**src/rtl/pipe_control_unit.sv**
```systemverilog
// Purpose : decodes the ID-stage opcode into the 8-bit control byte and carries it through EX/MEM/WB with dest-register tags.
// Latency : combinational decode in ID; instruction in ID at cycle n reaches EX at n+1, MEM at n+2 and WB at n+3.
// Backpres: none; stages advance every cycle. A load-use hazard raises stall_o and injects one bubble into EX.
//
// Ports:
//   clk_i, rst_i                  clock, synchronous active-high reset
//   valid_i, op_i, rs_i, rt_i, rd_i
//                                 instruction currently in ID
//   flush_i                       kill the ID instruction (taken branch / resolved jump)
//   id_ctrl_o, branch_o, jump_o, illegal_o
//                                 combinational decode of op_i
//   stall_o                       hold PC and IF/ID this cycle
//   ex/mem/wb_ctrl_o, ex/mem/wb_wreg_o
//                                 control word and destination register per stage
module pipe_control_unit #(
    parameter int CTRL_W = 32,
    parameter int REG_AW = 5,
    parameter bit HAZ_EN = 1'b1
) (
    input  logic              clk_i,
    input  logic              rst_i,
    input  logic              valid_i,
    input  logic [5:0]        op_i,
    input  logic [REG_AW-1:0] rs_i,
    input  logic [REG_AW-1:0] rt_i,
    input  logic [REG_AW-1:0] rd_i,
    input  logic              flush_i,
    output logic [CTRL_W-1:0] id_ctrl_o,
    output logic              branch_o,
    output logic              jump_o,
    output logic              illegal_o,
    output logic              stall_o,
    output logic [CTRL_W-1:0] ex_ctrl_o,
    output logic [REG_AW-1:0] ex_wreg_o,
    output logic [CTRL_W-1:0] mem_ctrl_o,
    output logic [REG_AW-1:0] mem_wreg_o,
    output logic [CTRL_W-1:0] wb_ctrl_o,
    output logic [REG_AW-1:0] wb_wreg_o
);

    localparam logic [5:0] OP_R    = 6'b000000;
    localparam logic [5:0] OP_ADDI = 6'b001000;
    localparam logic [5:0] OP_LW   = 6'b100011;
    localparam logic [5:0] OP_SW   = 6'b101011;
    localparam logic [5:0] OP_ORI  = 6'b001101;
    localparam logic [5:0] OP_BEQ  = 6'b000100;
    localparam logic [5:0] OP_J    = 6'b000010;

    // Control byte bit positions: {RegDst,ALUSrc,ALUOp[1:0],MemWrite,MemRead,MemtoReg,RegWrite}
    localparam int B_REGDST  = 7;
    localparam int B_MEMREAD = 2;
    localparam int B_REGWR   = 0;

    logic [7:0]        dec_ctrl;
    logic              dec_known;
    logic              uses_rt;
    logic [REG_AW-1:0] dest_reg;
    logic              dest_wr;
    logic [7:0]        id_ctrl_gated;
    logic [REG_AW-1:0] id_wreg_gated;
    logic              hazard;
    logic              bubble;

    logic [7:0]        ex_ctrl_q,  mem_ctrl_q,  wb_ctrl_q;
    logic [REG_AW-1:0] ex_wreg_q,  mem_wreg_q,  wb_wreg_q;

    always_comb begin
        dec_ctrl  = 8'h00;
        dec_known = 1'b1;
        unique case (op_i)
            OP_R:    dec_ctrl = 8'h81;
            OP_ADDI: dec_ctrl = 8'h51;
            OP_LW:   dec_ctrl = 8'h57;
            OP_SW:   dec_ctrl = 8'h58;
            OP_ORI:  dec_ctrl = 8'h61;
            OP_BEQ:  dec_ctrl = 8'h30;
            OP_J:    dec_ctrl = 8'h00;
            default: dec_known = 1'b0;
        endcase
    end

    assign id_ctrl_o = CTRL_W'(dec_ctrl);
    assign branch_o  = (op_i == OP_BEQ);
    assign jump_o    = (op_i == OP_J);
    assign illegal_o = valid_i & ~dec_known;

    // Only these formats read rt as a source; for I-type ALU ops and lw, rt is the destination.
    assign uses_rt = (op_i == OP_R) | (op_i == OP_SW) | (op_i == OP_BEQ);

    // A write to r0 is architecturally a no-op, so strip RegWrite and zero the tag
    // so that no later hazard compare can match on r0.
    assign dest_reg = dec_ctrl[B_REGDST] ? rd_i : rt_i;
    assign dest_wr  = dec_ctrl[B_REGWR] & (dest_reg != '0);

    always_comb begin
        id_ctrl_gated         = dec_ctrl;
        id_ctrl_gated[B_REGWR] = dest_wr;
        id_wreg_gated         = dest_wr ? dest_reg : '0;
    end

    // The load in EX has its data only after MEM; a dependent instruction in ID must
    // wait one cycle. The injected bubble clears EX MemRead, so the stall self-releases.
    assign hazard = ex_ctrl_q[B_MEMREAD] & (ex_wreg_q != '0) &
                    ((ex_wreg_q == rs_i) | ((ex_wreg_q == rt_i) & uses_rt));

    assign stall_o = HAZ_EN & valid_i & ~flush_i & hazard;
    assign bubble  = ~valid_i | flush_i | stall_o;

    always_ff @(posedge clk_i) begin
        if (rst_i) begin
            ex_ctrl_q  <= '0;
            ex_wreg_q  <= '0;
            mem_ctrl_q <= '0;
            mem_wreg_q <= '0;
            wb_ctrl_q  <= '0;
            wb_wreg_q  <= '0;
        end else begin
            if (bubble) begin
                ex_ctrl_q <= '0;
                ex_wreg_q <= '0;
            end else begin
                ex_ctrl_q <= id_ctrl_gated;
                ex_wreg_q <= id_wreg_gated;
            end
            mem_ctrl_q <= ex_ctrl_q;
            mem_wreg_q <= ex_wreg_q;
            wb_ctrl_q  <= mem_ctrl_q;
            wb_wreg_q  <= mem_wreg_q;
        end
    end

    assign ex_ctrl_o  = CTRL_W'(ex_ctrl_q);
    assign ex_wreg_o  = ex_wreg_q;
    assign mem_ctrl_o = CTRL_W'(mem_ctrl_q);
    assign mem_wreg_o = mem_wreg_q;
    assign wb_ctrl_o  = CTRL_W'(wb_ctrl_q);
    assign wb_wreg_o  = wb_wreg_q;

endmodule
```
**config.mk**
```make
export PLATFORM = sky130hd
export DESIGN_NAME = pipe_control_unit
export DESIGN_NICKNAME = d
export VERILOG_FILES = /design/src/rtl/pipe_control_unit.sv
export SDC_FILE = /design/constraint.sdc
export NUM_CORES = 1
export LEC_CHECK = 0
export ABC_AREA = 0
export ABC_CLOCK_PERIOD_IN_PS = 2450
export CAP_MARGIN = 20
export CORE_MARGIN = 3
export CORE_UTILIZATION = 34
export DETAILED_ROUTE_END_ITERATION = 7
export HOLD_SLACK_MARGIN = 0.08
export PLACE_DENSITY_LB_ADDON = 0.2
export SLEW_MARGIN = 10
export SYNTH_ARGS = -nofsm -noshare
export SYNTH_HDL_FRONTEND = slang
export SYNTH_SLANG_ARGS = --single-unit
```
**constraint.sdc**
```tcl
create_clock -name clk_i -period 2.45 [get_ports clk_i]
set_clock_uncertainty 0.15 [all_clocks]
set_input_delay 0.3675 -clock clk_i [delete_from_list [all_inputs] [get_ports clk_i]]
set_output_delay 0.3675 -clock clk_i [all_outputs]
set_load 0.005 [all_outputs]
```
==> results of run 1 <==
what timing repair did:
action | 4_1_cts | 5_1_grt
hold buffers | 0 | 0
resized for setup | 11 | 14
buffers inserted | 3 | 3
endpoints found under the setup margin | 12 | 11
pin swaps | 4 | 2
through the flow:
step                       util  instances
after detailed placement  0.464        407
final                     0.492        421
after global placement    0.464        407
after global routing      0.492        421
after CTS                 0.484        418
after floorplan               -        339
per-layer routing:
layer	part of all wire	GRT usage	vias to the layer above
li1	-	-	795
met1	0.39	0.150	716
met2	0.49	0.193	100
met3	0.098	0.0352	9
met4	0.019	0.0439	0
met5	0	0	-
report_power, final:
| part | internal (W) | switching [W] | leakage, nW |
|---|---|---|---|
| Combinational | 0.0000802 | 0.0000972 | 1.06 |
| Sequential | 0.000585 | 0.000000811 | 0.291 |
| Clock | 0.000228 | 0.000204 | 0.0445 |
| Total | 0.000894 | 0.000302 | 1.39 |
path summary, 6_finish.rpt:
kind,start,end,slack (ns),cells after the start
setup / recovery,op_i[0],branch_o,0.09,6
hold / removal,ex_ctrl_q[5]$_SDFF_PP0_,mem_ctrl_q[5]$_SDFF_PP0_,0.31,1
hold reg to reg,ex_ctrl_q[5]$_SDFF_PP0_,mem_ctrl_q[5]$_SDFF_PP0_,0.31,1
setup reg to reg,ex_wreg_o[2]$_SDFF_PP0_,ex_wreg_o[1]$_SDFF_PP0_,0.55,5
cell families (layout without fill, tap and decap cells):
logic type,count (synthesis),after routing,share of synthesized area
simple gates,65,65,0.193
flops,36,36,0.326
xor+xnor,13,13,0.0514
compound gates,11,11,0.0367
mux,6,6,0.0277
buf+inv,112,119,0.364
other cells,1,96,0.00169
cell usage after synthesis, drive strengths merged (3+ instances only):
cell    number
nand2        4
nor3b        4
nor2         7
xor2         7
clkbuf       5
buf        103
nor4        10
nor3         4
or4          3
xnor2        6
mux2i        5
dfxtp       36
inv          4
nor2b       24
area by class of cell:
type | count | area share
Timing Repair Buffer | 107 | 0.328
Inverter | 4 | 0.00500
Tap cell | 75 | 0.0313
Clock inverter | 1 | 0.00250
Clock buffer | 7 | 0.0288
Sequential cell | 36 | 0.242
Multi-Input combinational cell | 191 | 0.363
sequential cells by signal, indices dropped and copies added, names as in the netlist:
signal,cells
ex_ctrl_q,7
mem_ctrl_q,7
wb_ctrl_q,7
ex_wreg_o,5
mem_wreg_o,5
wb_wreg_o,5
==> impl_metrics.py, run 1 <==
metrics = {
    "clock_network": {
        "numCtsBuffers": 5,
        "htreeDepth": 2,
        "worstSkewPairLatency_ns": 0.28,
        "cts_tree": "built",
        "clkTransAtPathRegs_ns": 0.07,
        "clk_path_buf_depth": 2,
        "root_buffer": "clkbuf_8",
        "clock_sinks": 36,
    },
    "global_route": {
        "gr-total-overflow": 0,
        "grt_start_max_net_pins": 25,
        "antenna_found_initial": 0,
        "grt_pass1_vias": 1423,
        "grt_usage": 0.120,
        "grt_pass1_wl_mm": 7.01,
    },
    "cells_and_area": {
        "register_area_um2": 726,
        "n_fill_cell": 589,
        "multi_input_area_um2": 1090,
        "nNetsFinal": 370,
        "layout_common_cells": "96 x conb_1, 65 x clkdlybuf4s50_1, 34 x dfxtp_1",
        "syn2layout_area_growth_pct": 35.6,
        "fin_area_um2": 3000,
        "diodes": 0,
        "layout_commonest_cell": "conb_1",
        "drive_above_1_share": 0.168,
    },
    "placed_design": {
        "hpwl_mm": 3.94,
        "gp_congestion": 0.795,
        "portBuffers": 75,
        "place_ws_ns": -0.322,
        "dpl_cell_area_um2": 2830,
    },
    "critical_path": {
        "cp-end-kind": "primary output",
        "path_class": "input port to primary output",
        "critPathArrivalTime_ns": 1.85,
        "slowest_delay_ns": 0.51,
        "crit_required_ns": 1.93,
        "crit_family": "buffers and inverters",
        "critPathMaxFanout": 3,
        "startpoint_type": "input port",
        "path_buf_inv": 4,
        "worstPathCellList": "dlygate4sd2_1, nor4_4, buf_4, buf_4, and3b_1, clkdlybuf4s50_1",
        "cpMaxStageDelayCell": "clkdlybuf4s50_1",
        "cp_common_cell": "buf_4",
    },
    "synth": {
        "synth_flop_cell": "dfxtp_1",
        "synth-edff-count": 0,
        "synth.area.top_cells": "buf_4 34%, dfxtp_1 33%, nor2b_1 6.8%",
        "synth.cell_area_um2": 2210,
        "yosysWarnings": 0,
        "yosysTopAreaCellShare": 0.339,
        "yosysUniqueCellTypes": 37,
        "seq_area_frac_synth": 0.326,
        "synth_top_area_cell": "buf_4",
        "synthCells": 244,
        "syn_area_per_cell_um2": 9.07,
        "ys_seq_elements": 36,
        "ys_async_sr_fraction": 0,
    },
    "detailed_routing": {
        "wl_per_cell_um": 11.7,
        "wirelength_mm": 4.94,
        "ant_nets": 0,
        "drc_errors": 0,
        "drt-vias-per-instance": 3.85,
        "vias": 1620,
        "drt_iter0_drc": 29,
        "dr.pass1.iters": 4,
    },
    "floorplan": {
        "fp.dieH_um": 86.7,
        "initial_utilization": 0.363,
        "dieArea_um2": 7510,
        "rows": 28,
        "design.core.area_um2": 6100,
        "io_pins": 172,
        "die_w_um": 86.7,
    },
    "timing": {
        "fin_tns_setup_ns": 0,
        "setup_viol": 0,
        "slew_viol_final": 0,
        "hold_viol_final": 0,
        "min_period_over_period": 0.965,
        "fin_ws_ns": 0.0863,
        "min_period_ns": 2.36,
        "hold_ws_ns": 0.315,
        "timing.fmax_mhz": 423,
    },
    "job": {
        "maxCapViolCount": 0,
    },
    "power": {
        "max-vdd-ir-drop_mv": 0.233,
        "fin_total_pwr_w": 0.00120,
        "p_per_area_nw_per_um2": 399,
        "p_leak_nw": 1.39,
    },
    "outcome": {
        "outcome": "finished, final reports clean",
    },
    "hold_path": {
        "timing.hold.worst.class": "flip-flop to flip-flop",
    },
}
Power figures use the tool's default switching activity.
==> run 2, diff against run 1 <==
--- a/config.mk
+++ b/config.mk
@@ -10,6 +10,7 @@
 export CAP_MARGIN = 20
 export CORE_MARGIN = 3
 export CORE_UTILIZATION = 34
+export CTS_BUF_LIST = sky130_fd_sc_hd__clkbuf_16
 export DETAILED_ROUTE_END_ITERATION = 7
 export HOLD_SLACK_MARGIN = 0.08
 export PLACE_DENSITY_LB_ADDON = 0.2
==> run 2 against run 1 <==
  * Fmax about the same
  * Sequential share of layout area down 0.40 points
  * Global-route usage down 0.10 points
  * Worst setup slack about the same
  * Sequential power about the same
  * Total power up 13%
  * Largest power group is now the clock network
==> impl_metrics.py, run 2 (synthesis gave the netlist of run 1 again) <==
metrics = {
    "hold_path": {
        "hp-start": "ex_ctrl_q[5]$_SDFF_PP0_",
        "timing.hold.worst.class": "flip-flop to flip-flop",
        "hold_depth": 1,
        "min_to": "mem_ctrl_q[5]$_SDFF_PP0_",
    },
    "timing": {
        "min_period_ns": 2.36,
        "setup_viol": 0,
        "hold_ws_ns": 0.310,
        "min_period_over_period": 0.965,
        "timing.fmax_mhz": 423,
        "slew_viol_final": 0,
        "fin_ws_ns": 0.0862,
        "hold_viol_final": 0,
    },
    "floorplan": {
        "initial_utilization": 0.363,
        "io_pins": 172,
        "die_w_um": 86.7,
        "fp.dieH_um": 86.7,
        "dieArea_um2": 7510,
        "rows": 28,
        "design.core.area_um2": 6100,
    },
    "critical_path": {
        "critPathArrivalTime_ns": 1.85,
        "cp_common_cell": "buf_4",
        "path_class": "input port to primary output",
        "worstPathCellList": "dlygate4sd2_1, nor4_4, buf_4, buf_4, and3b_1, clkdlybuf4s50_1",
        "cp-end-kind": "primary output",
        "reg2reg_depth": 5,
        "rr_startpoint": "ex_wreg_o[2]$_SDFF_PP0_",
        "cpMaxStageDelayCell": "clkdlybuf4s50_1",
        "slowest_delay_ns": 0.51,
        "crit_required_ns": 1.93,
        "critPathMaxFanout": 3,
        "regToRegEndpoint": "ex_wreg_o[1]$_SDFF_PP0_",
        "startpoint_type": "input port",
        "r2r_slack_ns": 0.57,
    },
    "detailed_routing": {
        "wirelength_mm": 4.90,
        "wl_per_cell_um": 11.7,
        "ant_nets": 0,
        "vias": 1626,
        "drc_errors": 0,
        "drt-vias-per-instance": 3.87,
        "drt_iter0_drc": 28,
        "dr.pass1.iters": 4,
    },
    "global_route": {
        "grt_pass1_vias": 1434,
        "grt_usage": 0.119,
        "grt_pass1_wl_mm": 7.07,
        "antenna_found_initial": 0,
        "grt_start_max_net_pins": 25,
        "gr-total-overflow": 0,
    },
    "clock_network": {
        "clock_sinks": 36,
        "clkTransAtPathRegs_ns": 0.05,
        "htreeDepth": 2,
        "cts_tree": "built",
        "numCtsBuffers": 5,
        "clk_path_buf_depth": 2,
        "worstSkewPairLatency_ns": 0.27,
        "root_buffer": "clkbuf_16",
    },
    "cells_and_area": {
        "n_fill_cell": 587,
        "fin_cells": 420,
        "layout_common_cells": "96 x conb_1, 65 x clkdlybuf4s50_1, 35 x dfxtp_1",
        "largest_registers": "ex_ctrl_q: 7 flops, mem_ctrl_q: 7 flops, wb_ctrl_q: 7 flops",
        "drive_above_1_share": 0.159,
        "diodes": 0,
        "layout_commonest_cell": "conb_1",
        "syn2layout_area_growth_pct": 37.1,
        "nNetsFinal": 369,
    },
    "power": {
        "max-vdd-ir-drop_mv": 0.427,
        "p_per_area_nw_per_um2": 446,
        "fin_total_pwr_w": 0.00135,
        "p_leak_nw": 1.41,
    },
    "job": {
        "maxCapViolCount": 0,
    },
    "placed_design": {
        "dp.cells": 407,
        "portBuffers": 75,
        "place_ws_ns": -0.322,
        "hpwl_mm": 3.94,
        "gp_congestion": 0.795,
    },
    "outcome": {
        "outcome": "finished, final reports clean",
    },
}
-- run 2: repair_timing --
| action | in CTS | in global routing |
|---|---|---|
| resized for setup | 12 | 11 |
| hold endpoints to repair | 0 | 0 |
| pin swaps | 5 | 2 |
| buffers inserted | 3 | 2 |
| hold buffers | 0 | 0 |
| setup endpoints to repair | 12 | 11 |
-- run 2: area by class of cell --
| type | instances | area, um2 | share of cell area |
|---|---|---|---|
| repair buffers | 106 | 976 | 0.322 |
| well taps | 75 | 93.8 | 0.0309 |
| clock inverters | 3 | 15.0 | 0.00495 |
| clock buffers | 5 | 125 | 0.0412 |
| inverters | 4 | 15.0 | 0.00495 |
| flip-flops and latches | 36 | 722 | 0.238 |
| multi-input cells | 191 | 1090 | 0.359 |
-- run 2: where the power goes --
part	switching, W	internal (W)	leakage, nW	total, W
clock	0.000221	0.000368	0.0687	0.000589
sequential	0.000000831	0.000587	0.290	0.000588
combinational	0.0000970	0.0000801	1.05	0.000177
-- run 2: critical path: cells and delay by family --
| kind | cells | cell delay [ns] |
|---|---|---|
| buffers and inverters | 4 | 1.03 |
| AND/OR/NAND/NOR | 2 | 0.44 |
-- run 2: through the flow --
stage | util | setup TNS, ns | cell area (um2)
floorplan | - | 0 | 2570
global placement | 0.464 | -1.36 | 2830
detailed placement | 0.464 | -1.42 | 2830
CTS | 0.492 | 0 | 3000
global route | 0.498 | -0.0122 | 3040
finish | 0.498 | 0 | 3040
-- run 2: worst max-delay path by stage --
stage	start	to
final	op_i[0]	branch_o
after global placement	op_i[1]	stall_o
after floorplan	ex_wreg_o[1]$_SDFF_PP0_	stall_o
after detailed placement	op_i[1]	stall_o
after global routing	op_i[0]	branch_o
after CTS	ex_wreg_o[2]$_SDFF_PP0_	stall_o
-- run 2: per-layer routing --
| metal | track usage | routed length [um] |
|---|---|---|
| met1 | 0.151 | 1900 |
| met2 | 0.197 | 2470 |
| met4 | 0.0354 | 71 |
| met5 | 0 | 0 |
| met3 | 0.0295 | 463 |
